## src/rtl/fifo_pkg.sv

```systemverilog
// Shared types and helpers for the async FIFO write-side blocks.
package fifo_pkg;

    typedef enum logic [1:0] {
        SK_EMPTY = 2'd0,
        SK_ONE   = 2'd1,
        SK_TWO   = 2'd2
    } skid_state_t;

    // Gray-to-binary over the low 'width' bits; upper bits are masked off first.
    function automatic logic [31:0] gray2bin(input logic [31:0] gray, input int unsigned width);
        logic [31:0] g;
        logic [31:0] bin;
        logic        acc;
        g   = (width >= 32) ? gray : (gray & ((32'd1 << width) - 32'd1));
        bin = '0;
        acc = 1'b0;
        for (int i = 31; i >= 0; i--) begin
            acc    = acc ^ g[i];
            bin[i] = acc;
        end
        return bin;
    endfunction

endpackage

```

## src/rtl/gray2bin.sv

```systemverilog
// Combinational Gray-to-binary converter (XOR prefix from the MSB down).
module gray2bin #(
    parameter int W = 5
) (
    input  logic [W-1:0] gray,
    output logic [W-1:0] bin
);

    assign bin = W'(fifo_pkg::gray2bin(32'(gray), W));

endmodule

```

## src/rtl/wr_stream_ctrl.sv

```systemverilog
// Write-side front end of the async FIFO: 2-entry skid buffer feeding winc/wdata,
// plus registered fill level and almost-full derived from the Gray pointers.
module wr_stream_ctrl
    import fifo_pkg::*;
#(
    parameter int DSIZE        = 8,
    parameter int ADDRSIZE     = 4,
    parameter int AFULL_THRESH = 2**ADDRSIZE - 2
) (
    input  logic                wclk,
    input  logic                wrst,
    input  logic                s_valid,
    output logic                s_ready,
    input  logic [DSIZE-1:0]    s_data,
    input  logic                wfull,
    input  logic [ADDRSIZE:0]   wptr,
    input  logic [ADDRSIZE:0]   wq2_rptr,
    output logic                winc,
    output logic [DSIZE-1:0]    wdata,
    output logic [ADDRSIZE:0]   wlevel,
    output logic                wafull,
    output skid_state_t         skid_state
);

    localparam logic [ADDRSIZE:0] THRESH = (ADDRSIZE+1)'(AFULL_THRESH);

    // Handshake: a word moves from upstream on a rising edge where s_valid and
    // s_ready are both 1; upstream holds s_data steady while s_valid=1 and s_ready=0.
    // The FIFO takes head on every edge where winc=1.

    skid_state_t       state;
    logic [DSIZE-1:0]  head;
    logic [DSIZE-1:0]  tail;
    logic              push;
    logic              pop;
    logic [ADDRSIZE:0] wbin;
    logic [ADDRSIZE:0] rbin;
    logic [ADDRSIZE:0] lvl;

    assign push       = s_valid & s_ready;
    assign pop        = (state != SK_EMPTY) & ~wfull;
    assign winc       = pop;
    assign wdata      = head;
    assign skid_state = state;

    gray2bin #(.W(ADDRSIZE+1)) u_wbin (.gray(wptr),     .bin(wbin));
    gray2bin #(.W(ADDRSIZE+1)) u_rbin (.gray(wq2_rptr), .bin(rbin));

    // Modular subtraction handles pointer wrap; no clamping, corruption shows as > depth.
    assign lvl = wbin - rbin;

    always_ff @(posedge wclk) begin
        if (wrst) begin
            state   <= SK_EMPTY;
            s_ready <= 1'b0;
            wlevel  <= '0;
            wafull  <= 1'b0;
        end else begin
            wlevel <= lvl;
            wafull <= (lvl >= THRESH);
            case (state)
                SK_EMPTY: begin
                    s_ready <= 1'b1;
                    if (push) begin
                        head  <= s_data;
                        state <= SK_ONE;
                    end
                end
                SK_ONE: begin
                    if (push && !pop) begin
                        tail    <= s_data;
                        state   <= SK_TWO;
                        s_ready <= 1'b0;
                    end else if (pop && !push) begin
                        state   <= SK_EMPTY;
                        s_ready <= 1'b1;
                    end else if (push && pop) begin
                        head    <= s_data;
                        s_ready <= 1'b1;
                    end else begin
                        s_ready <= 1'b1;
                    end
                end
                SK_TWO: begin
                    // s_ready is low here, so only a pop can happen.
                    if (pop) begin
                        head    <= tail;
                        state   <= SK_ONE;
                        s_ready <= 1'b1;
                    end else begin
                        s_ready <= 1'b0;
                    end
                end
                default: begin
                    state   <= SK_EMPTY;
                    s_ready <= 1'b0;
                end
            endcase
        end
    end

endmodule

```

## config.mk

```make
export PLATFORM = sky130hd
export DESIGN_NAME = wr_stream_ctrl
export DESIGN_NICKNAME = d
export VERILOG_FILES = /design/src/rtl/fifo_pkg.sv /design/src/rtl/gray2bin.sv /design/src/rtl/wr_stream_ctrl.sv
export SDC_FILE = /design/constraint.sdc
export NUM_CORES = 1
export LEC_CHECK = 0
export ABC_CLOCK_PERIOD_IN_PS = 3200
export CAP_MARGIN = 5
export CORE_ASPECT_RATIO = 0.9
export CORE_UTILIZATION = 45
export DETAILED_ROUTE_END_ITERATION = 10
export GPL_TIMING_DRIVEN = 0
export HOLD_SLACK_MARGIN = 0.02
export PLACE_DENSITY = 0.78
export SLEW_MARGIN = 15
export SYNTH_ARGS = -nofsm -noshare
export SYNTH_HDL_FRONTEND = slang
export SYNTH_SLANG_ARGS = --single-unit
```

## constraint.sdc

```tcl
create_clock -name wclk -period 3.2 [get_ports wclk]
set_input_delay 0.64 -clock wclk [delete_from_list [all_inputs] [get_ports wclk]]
set_output_delay 0.64 -clock wclk [all_outputs]
set_load 0.1 [all_outputs]
```

## After elaboration in Yosys (flattened, before gate mapping)

Cells that the tools add are included.

- Reductions and logical operators: 11
- Eq/ne operators: 8
- $lt $le $gt $ge: 1
- Bitwise logic cells: 12
- Multiplexer cells: 14
- $add $sub $neg: 1

Operator list:

| cell | number |
|---|---|
| 8-bit two-way mux | 5 |
| 8-bit case mux with 3 select lines | 1 |
| 2-bit inequality test, second input constant | 5 |
| 2-bit two-way mux | 4 |
| 1-bit bitwise XOR | 8 |
| 7-bit AND reduction | 1 |
| 2-bit case mux with 3 select lines | 1 |
| 3-bit AND reduction | 2 |
| 5-bit by 4-bit >= comparator with 1-bit output, second input constant | 1 |
| 5-bit subtractor | 1 |
| 1-bit logical AND | 3 |
| 3-bit inequality test, second input constant | 1 |
| 1-bit case mux with 3 select lines | 1 |
| 3-bit nonzero test | 1 |
| 1-bit bitwise AND | 2 |
| 2-bit by 1-bit equality test with 1-bit output, second input constant | 1 |
| 2-bit equality test, second input constant | 1 |
| 1-bit logical NOT | 2 |
| 2-bit logical NOT | 1 |
| 1-bit two-way mux | 2 |
| 1-bit inverter | 2 |
| 2-bit nonzero test | 1 |

- Flip-flop bits (word level): 25
- Input bits: 22
- Output and inout port bits: 18
- Word-level logic and storage cells: 53

## Depth between registers and ports, before layout

Gate-level depths: netlist of run 1.

- Depth in word-level cells: 7
- Depth in mapped cells: 10
- Mapped depth without buffers: 10

## Hierarchy

A second synthesis of run 1 with hierarchy kept.

- Cells, all modules: 103
- Area total of the unflattened synthesis: 1265.0 µm²

By module, submodules not included:

| module | instances | cells an instance | area each (µm²) | seq. area each (µm²) |
|---|---|---|---|---|
| wr_stream_ctrl | 1 | 91 | 1119.8 | 660.6 |
| gray2bin | 2 | 6 | 72.6 | 0.0 |

## Worst setup path before layout of run 1

Ideal clock, no wire load.

- Kind: register -> register
- Start: register state[0], in the netlist skid_state[0]
- End: register head[0], in the netlist wdata[0] (enable)
- Setup slack: -332 ps
- Arrival: 3161 ps
- Stages on the path, launching flop included: 10
- Library setup time: 370 ps
- Path buffers: 1
- Required time: 2830 ps
- Period minus slack after synthesis: 3532 ps
- Path through: dfxtp_1 -> clkbuf_1 -> nor2_1 -> or2_2 -> inv_1 -> ha_1 -> nand4bb_1 -> a21oi_1 -> nor2_1 -> nor2_1

- Cells in the longest elaborated chain, start to end: 6
- Elaborated cells on any way between the ends: 16
- Classes of those cells: 7 x eq/ne; 1 x bitwise; 8 x reduce/logical

RTL lines:

| element | line | text |
|---|---|---|
| start: declaration | wr_stream_ctrl.sv:31 | `skid_state_t state;` |
| start signal: assignment | wr_stream_ctrl.sv:54 | `state <= SK_EMPTY;` |
| start signal: assignment | wr_stream_ctrl.sv:66 | `state <= SK_ONE;` |
| start signal: assignment | wr_stream_ctrl.sv:72 | `state <= SK_TWO;` |
| 2-bit nonzero test * | wr_stream_ctrl.sv:41 | `assign pop = (state != SK_EMPTY) & ~wfull;` |
| 1-bit bitwise AND * | wr_stream_ctrl.sv:41 |  |
| via winc | wr_stream_ctrl.sv:18 | `output logic winc,` |
| 1-bit logical NOT | wr_stream_ctrl.sv:70 | `if (push && !pop) begin` |
| 1-bit logical AND | wr_stream_ctrl.sv:70 |  |
| 2-bit inequality test (no source line) | -- |  |
| 7-bit AND reduction (no source line) * | -- |  |
| end signal: assignment | wr_stream_ctrl.sv:65 | `head <= s_data;` |
| end signal: assignment | wr_stream_ctrl.sv:78 | `head <= s_data;` |
| end signal: assignment | wr_stream_ctrl.sv:87 | `head <= tail;` |
| end: declaration | wr_stream_ctrl.sv:32 | `logic [DSIZE-1:0] head;` |

Mark *: on every way through the listed nets, which the timed path passes. The rest lies on a longest branch.
A chain may end at the register's enable or synchronous reset.

## Worst setup path after layout of run 1

- Start: input port wptr[3]
- End: register wafull

- Cells in the longest elaborated chain, start to end: 6

RTL lines:

| element | line | text |
|---|---|---|
| start: declaration | wr_stream_ctrl.sv:16 | `input logic [ADDRSIZE:0] wptr,` |
| 1-bit bitwise XOR * | fifo_pkg.sv:19 | `acc = acc ^ g[i];` |
| 1-bit bitwise XOR (3 in a row) | fifo_pkg.sv:19 |  |
| 5-bit subtractor * | wr_stream_ctrl.sv:50 | `assign lvl = wbin - rbin;` |
| 5-bit by 4-bit >= comparator with 1-bit output * | wr_stream_ctrl.sv:60 | `wafull <= (lvl >= THRESH);` |
| end signal: assignment | wr_stream_ctrl.sv:60 |  |
| end: declaration | wr_stream_ctrl.sv:21 | `output logic wafull,` |

Every way passes the cells marked *; elsewhere a longest branch is shown, timed or not.

==> summary.md, run 1 <==
| Metric | Value |
|---|---|
| Run status | `complete, but fails checks` |
| Violated checks | `DRC` |
| Cts bufs inserted | `3` |
| Worst path max stage delay | `0.53 ns` |
| Hold path start | `tail[6]$_DFFE_PP_` |
| Hold slack | `~0.56 ns` |
| Maximum clock rate | `approximately 330 MHz` |
| Pwr Density | `approximately 580 nW/um^2` |
| Worst hold path class | `reg2reg` |
| Footprint of the multi-input gates | `about 540 um^2` |
| Area growth from synthesis to layout | `39.1%` |
| Reg area | `between 600 and 700 um^2` |
| CP Cell Sequence | `clkdlybuf4s50_1 > xor2_2 > xor2_2 > xnor2_2 > xor2_1 > ha_2 > fa_1 > or4_1 > a31oi_1` |
| Worst slack at placement | `-0.268 ns` |
| Slew HR | `between 20% and 30%` |
| FP Rows | `17` |
| Synth cell types | `25` |
| Drt pass-1 iters | `7` |
| DRC viols | `8` |
| PnR worst setup slack | `approximately 0.15 ns` |
| RR Startpoint | `skid_state[0]$_SDFFE_PP0P_` |
| Number of global-route vias before repair | `~840` |
| LEAKAGE | `about 0.00065 uW` |
| Core area | `roughly 2500 um^2` |
| Synthesized area | `about 1200 um^2` |
| First-pass GRT wire length | `~3.4 mm` |
| Crit path DAT | `3.30 ns` |
| Crit Path Class | `in2reg` |
| Period minus WS final | `between 3 and 4 ns` |
| Ant. Diodes | `0` |
| Initial Utilization | `49.0%` |
| Pin count of the biggest net entering global routing | `16` |
| Initial antenna violation count | `0` |
| FF-to-FF End | `wdata[3]$_DFFE_PP_` |
| Average size of a mapped cell | `between 10 and 15 um^2` |
| Die Wd | `~57 um` |
| Total Neg Setup Slack | `0 ns` |
| Skew final | `0.00274 ns` |
| CTS tree | `built` |
| Share of layout cells above drive strength 1 | `between 15 and 20%` |
| Setup violations, final | `0` |
| Worst hold stages | `1` |
| IO Port Bufs | `39` |
| Critical path endpoint category | `flip-flop` |
| Die area | `2940 um^2` |
| Final net count | `~180` |
| Io pins | `40` |
| Placer Congestion | `about 0.79` |
| Fin crit share | `between 90% and 100%` |
| Chip height | `between 50 and 60 um` |
| GR Overflow Total | `0` |
| Worst Max-Slew Pin Slew | `around 1.1 ns` |
| Syn Nets | `130` |
| Detail Placement HPWL | `roughly 1.6 mm` |
| Final hold vios | `0` |
| Clk_lat worst skew | `approximately 0.31 ns` |
| Syn. warnings | `0` |
| Average routed wire per standard cell | `around 12 um` |
| Reg2Reg Setup Slack | `between 0.6 and 0.7 ns` |
| Clock buffer depth | `2` |
| Antenna-violating nets left | `0` |
| All-layer global routing usage | `15.0%` |
| # clock sinks | `25` |
| Worst reg-to-reg path cell count | `8` |
| Peak VDD IR | `291 uV` |
| Vias/cell | `just over 5` |
| H-tree depth | `1` |
| Largest fanout on the critical path | `3` |
| WHS Endpoint | `wdata[6]$_DFFE_PP_` |
| Root buffer cell | `clkbuf_4` |
| CP startpoint kind | `input port` |
| Pins Over Slew Limit | `0` |
| Max capacitance violation total | `0` |
| Worst-path clk slew | `0.13 ns` |
| Number of synthesized register bits | `25` |
| Critical-path top delay cell | `or4_1` |
| WP data required | `~3.5 ns` |
| Mapped Cells | `100` |
| WL final | `2.08 mm` |
| Fill cells | `around 200` |
| Via count | `between 800 and 900` |
| Register area share after synthesis | `53.8%` |
| Initial drt markers | `25` |
| Cell mode on critical path | `xor2_2` |
[metrics by stage]
| stage | util, % | total power (uW) | cells | cell area [um^2] |
|---|---|---|---|---|
| 2_1_floorplan | - | 746 | 100 | 1230 |
| 3_3_place_gp | 66.2 | 855 | 167 | 1660 |
| 3_5_place_dp | 66.2 | 861 | 167 | 1660 |
| 4_1_cts | 67.3 | 1000 | 171 | 1690 |
| 5_1_grt | 68.1 | 1040 | 173 | 1710 |
| 6_report | 68.1 | 994 | 173 | 1710 |
[cells in the mapped netlist (all sizes together)]
library cell  instances  area [um^2]
a31oi                 1         6.26
nand3b                1         7.51
clkbuf                2         7.51
nand2b                1         6.26
nand2                 5         18.8
nand4bb               1         11.3
a21oi                 5         25.0
o21ai                 1         5.00
xor2                  6         82.6
or2                   1         6.26
or4                   1         7.51
nor3                  2         10.0
inv                   5         18.8
fa                    1         20.0
mux2                  8         90.1
a32oi                 1         8.76
nor2                 17         63.8
buf                   1         5.00
edfxtp               16          480
xnor2                 6         67.6
ha                    7         87.6
nor2b                 2         12.5
dfxtp                 9          180
[registers in the layout, indices dropped and copies added, names as in the netlist]
name and cells:
wafull 1, wdata 8, wlevel 5, tail 8, s_ready 1, skid_state 2
[cell families (layout without fill, tap and decap cells)]
family	count (synthesis)	in the layout	share of synthesized area, %
xor gates and xnor gates	12	12	12.2
DFF	25	25	53.8
AOI/OAI and AO/OA	8	8	3.67
buffers and inverters	8	53	2.55
adders and majority gates	8	8	8.76
and+or+nand+nor	31	31	11.7
muxes	8	8	7.33
[worst max-delay path: cells and delay by family]
family / cells / cell delay [ns]
AO/OA/AOI/OAI: 1 / 0.16
buffers and inverters: 1 / 0.51
adder cells (fa/ha/maj): 2 / 0.65
XOR/XNOR: 4 / 0.81
AND/OR/NAND/NOR: 1 / 0.53
[worst max-delay path by stage]
stage | from | to | slack [ns] | depth (start not counted)
after floorplan | skid_state[0]$_SDFFE_PP0P_ | wdata[0]$_DFFE_PP_ | 0.30 | 9
final | wptr[3] | wafull$_SDFF_PP0_ | 0.15 | 9
after CTS | wptr[4] | wafull$_SDFF_PP0_ | 0.07 | 9
after global routing | wq2_rptr[4] | wafull$_SDFF_PP0_ | -0.0009 | 9
after global placement | wptr[4] | wafull$_SDFF_PP0_ | -0.20 | 9
after detailed placement | wptr[4] | wafull$_SDFF_PP0_ | -0.27 | 9
[repair_timing]
action,in CTS,in global routing
hold buffers,0,0
buffers inserted,0,2
pin swaps,0,3
resized for setup,1,2
endpoints found under the setup margin,1,1
[area by class of cell]
type | instances | area share, %
clock inverters | 1 | 0.439
plain buffers | 3 | 0.732
inverters | 5 | 1.32
flip-flops and latches | 25 | 38.8
well taps | 28 | 2.05
multi-input cells | 67 | 31.6
repair buffers | 41 | 23.8
clock buffers | 3 | 1.32
[layout by cell type (no fill, tap or decap)]
cell / synthesis / layout
a21oi_1: 5 / 5
a31oi_1: 1 / 1
a32oi_1: 1 / 1
buf_2: 1 / 1
buf_4: 0 / 2
clkbuf_1: 2 / 2
clkbuf_4: 0 / 3
clkdlybuf4s50_1: 0 / 37
clkinvlp_4: 0 / 2
dfxtp_1: 9 / 7
dfxtp_2: 0 / 2
dlygate4sd2_1: 0 / 1
dlymetal6s2s_1: 0 / 1
edfxtp_1: 16 / 16
fa_1: 1 / 1
ha_1: 7 / 6
ha_2: 0 / 1
inv_1: 5 / 4
mux2_2: 8 / 8
nand2_1: 5 / 5
nand2b_1: 1 / 1
nand3b_1: 1 / 1
nand4bb_1: 1 / 1
nor2_1: 17 / 17
nor2b_1: 2 / 2
nor3_1: 2 / 2
o21ai_0: 1 / 1
or2_2: 1 / 1
or4_1: 1 / 1
xnor2_1: 4 / 4
xnor2_2: 2 / 2
xor2_1: 2 / 2
xor2_2: 4 / 4
[metal layers]
layer | wire (um) | GRT usage [%] | vias to the layer above
met4 | 12 | 5.69 | 0
met2 | 1140 | 29.6 | 26
met1 | 805 | 15.9 | 423
li1 | - | - | 428
met5 | 0 | 0 | -
met3 | 125 | 2.74 | 2
[where the power goes]
group	switching, uW	internal [uW]	total, uW	leakage (uW)
combinational	327	146	473	0.000416
sequential	7.79	375	382	0.000221
clock	91.7	47.6	139	0.0000139
(Power assumes the default switching activity.)
==> run 2: changes to the inputs <==
--- a/config.mk
+++ b/config.mk
@@ -13,6 +13,7 @@
 export GPL_TIMING_DRIVEN = 0
 export HOLD_SLACK_MARGIN = 0.02
 export PLACE_DENSITY = 0.78
+export SKIP_LAST_GASP = 1
 export SLEW_MARGIN = 15
 export SYNTH_ARGS = -nofsm -noshare
 export SYNTH_HDL_FRONTEND = slang
==> results of run 2 <==
Same layout as run 1: the final DEF is identical, and so are final timing and power.
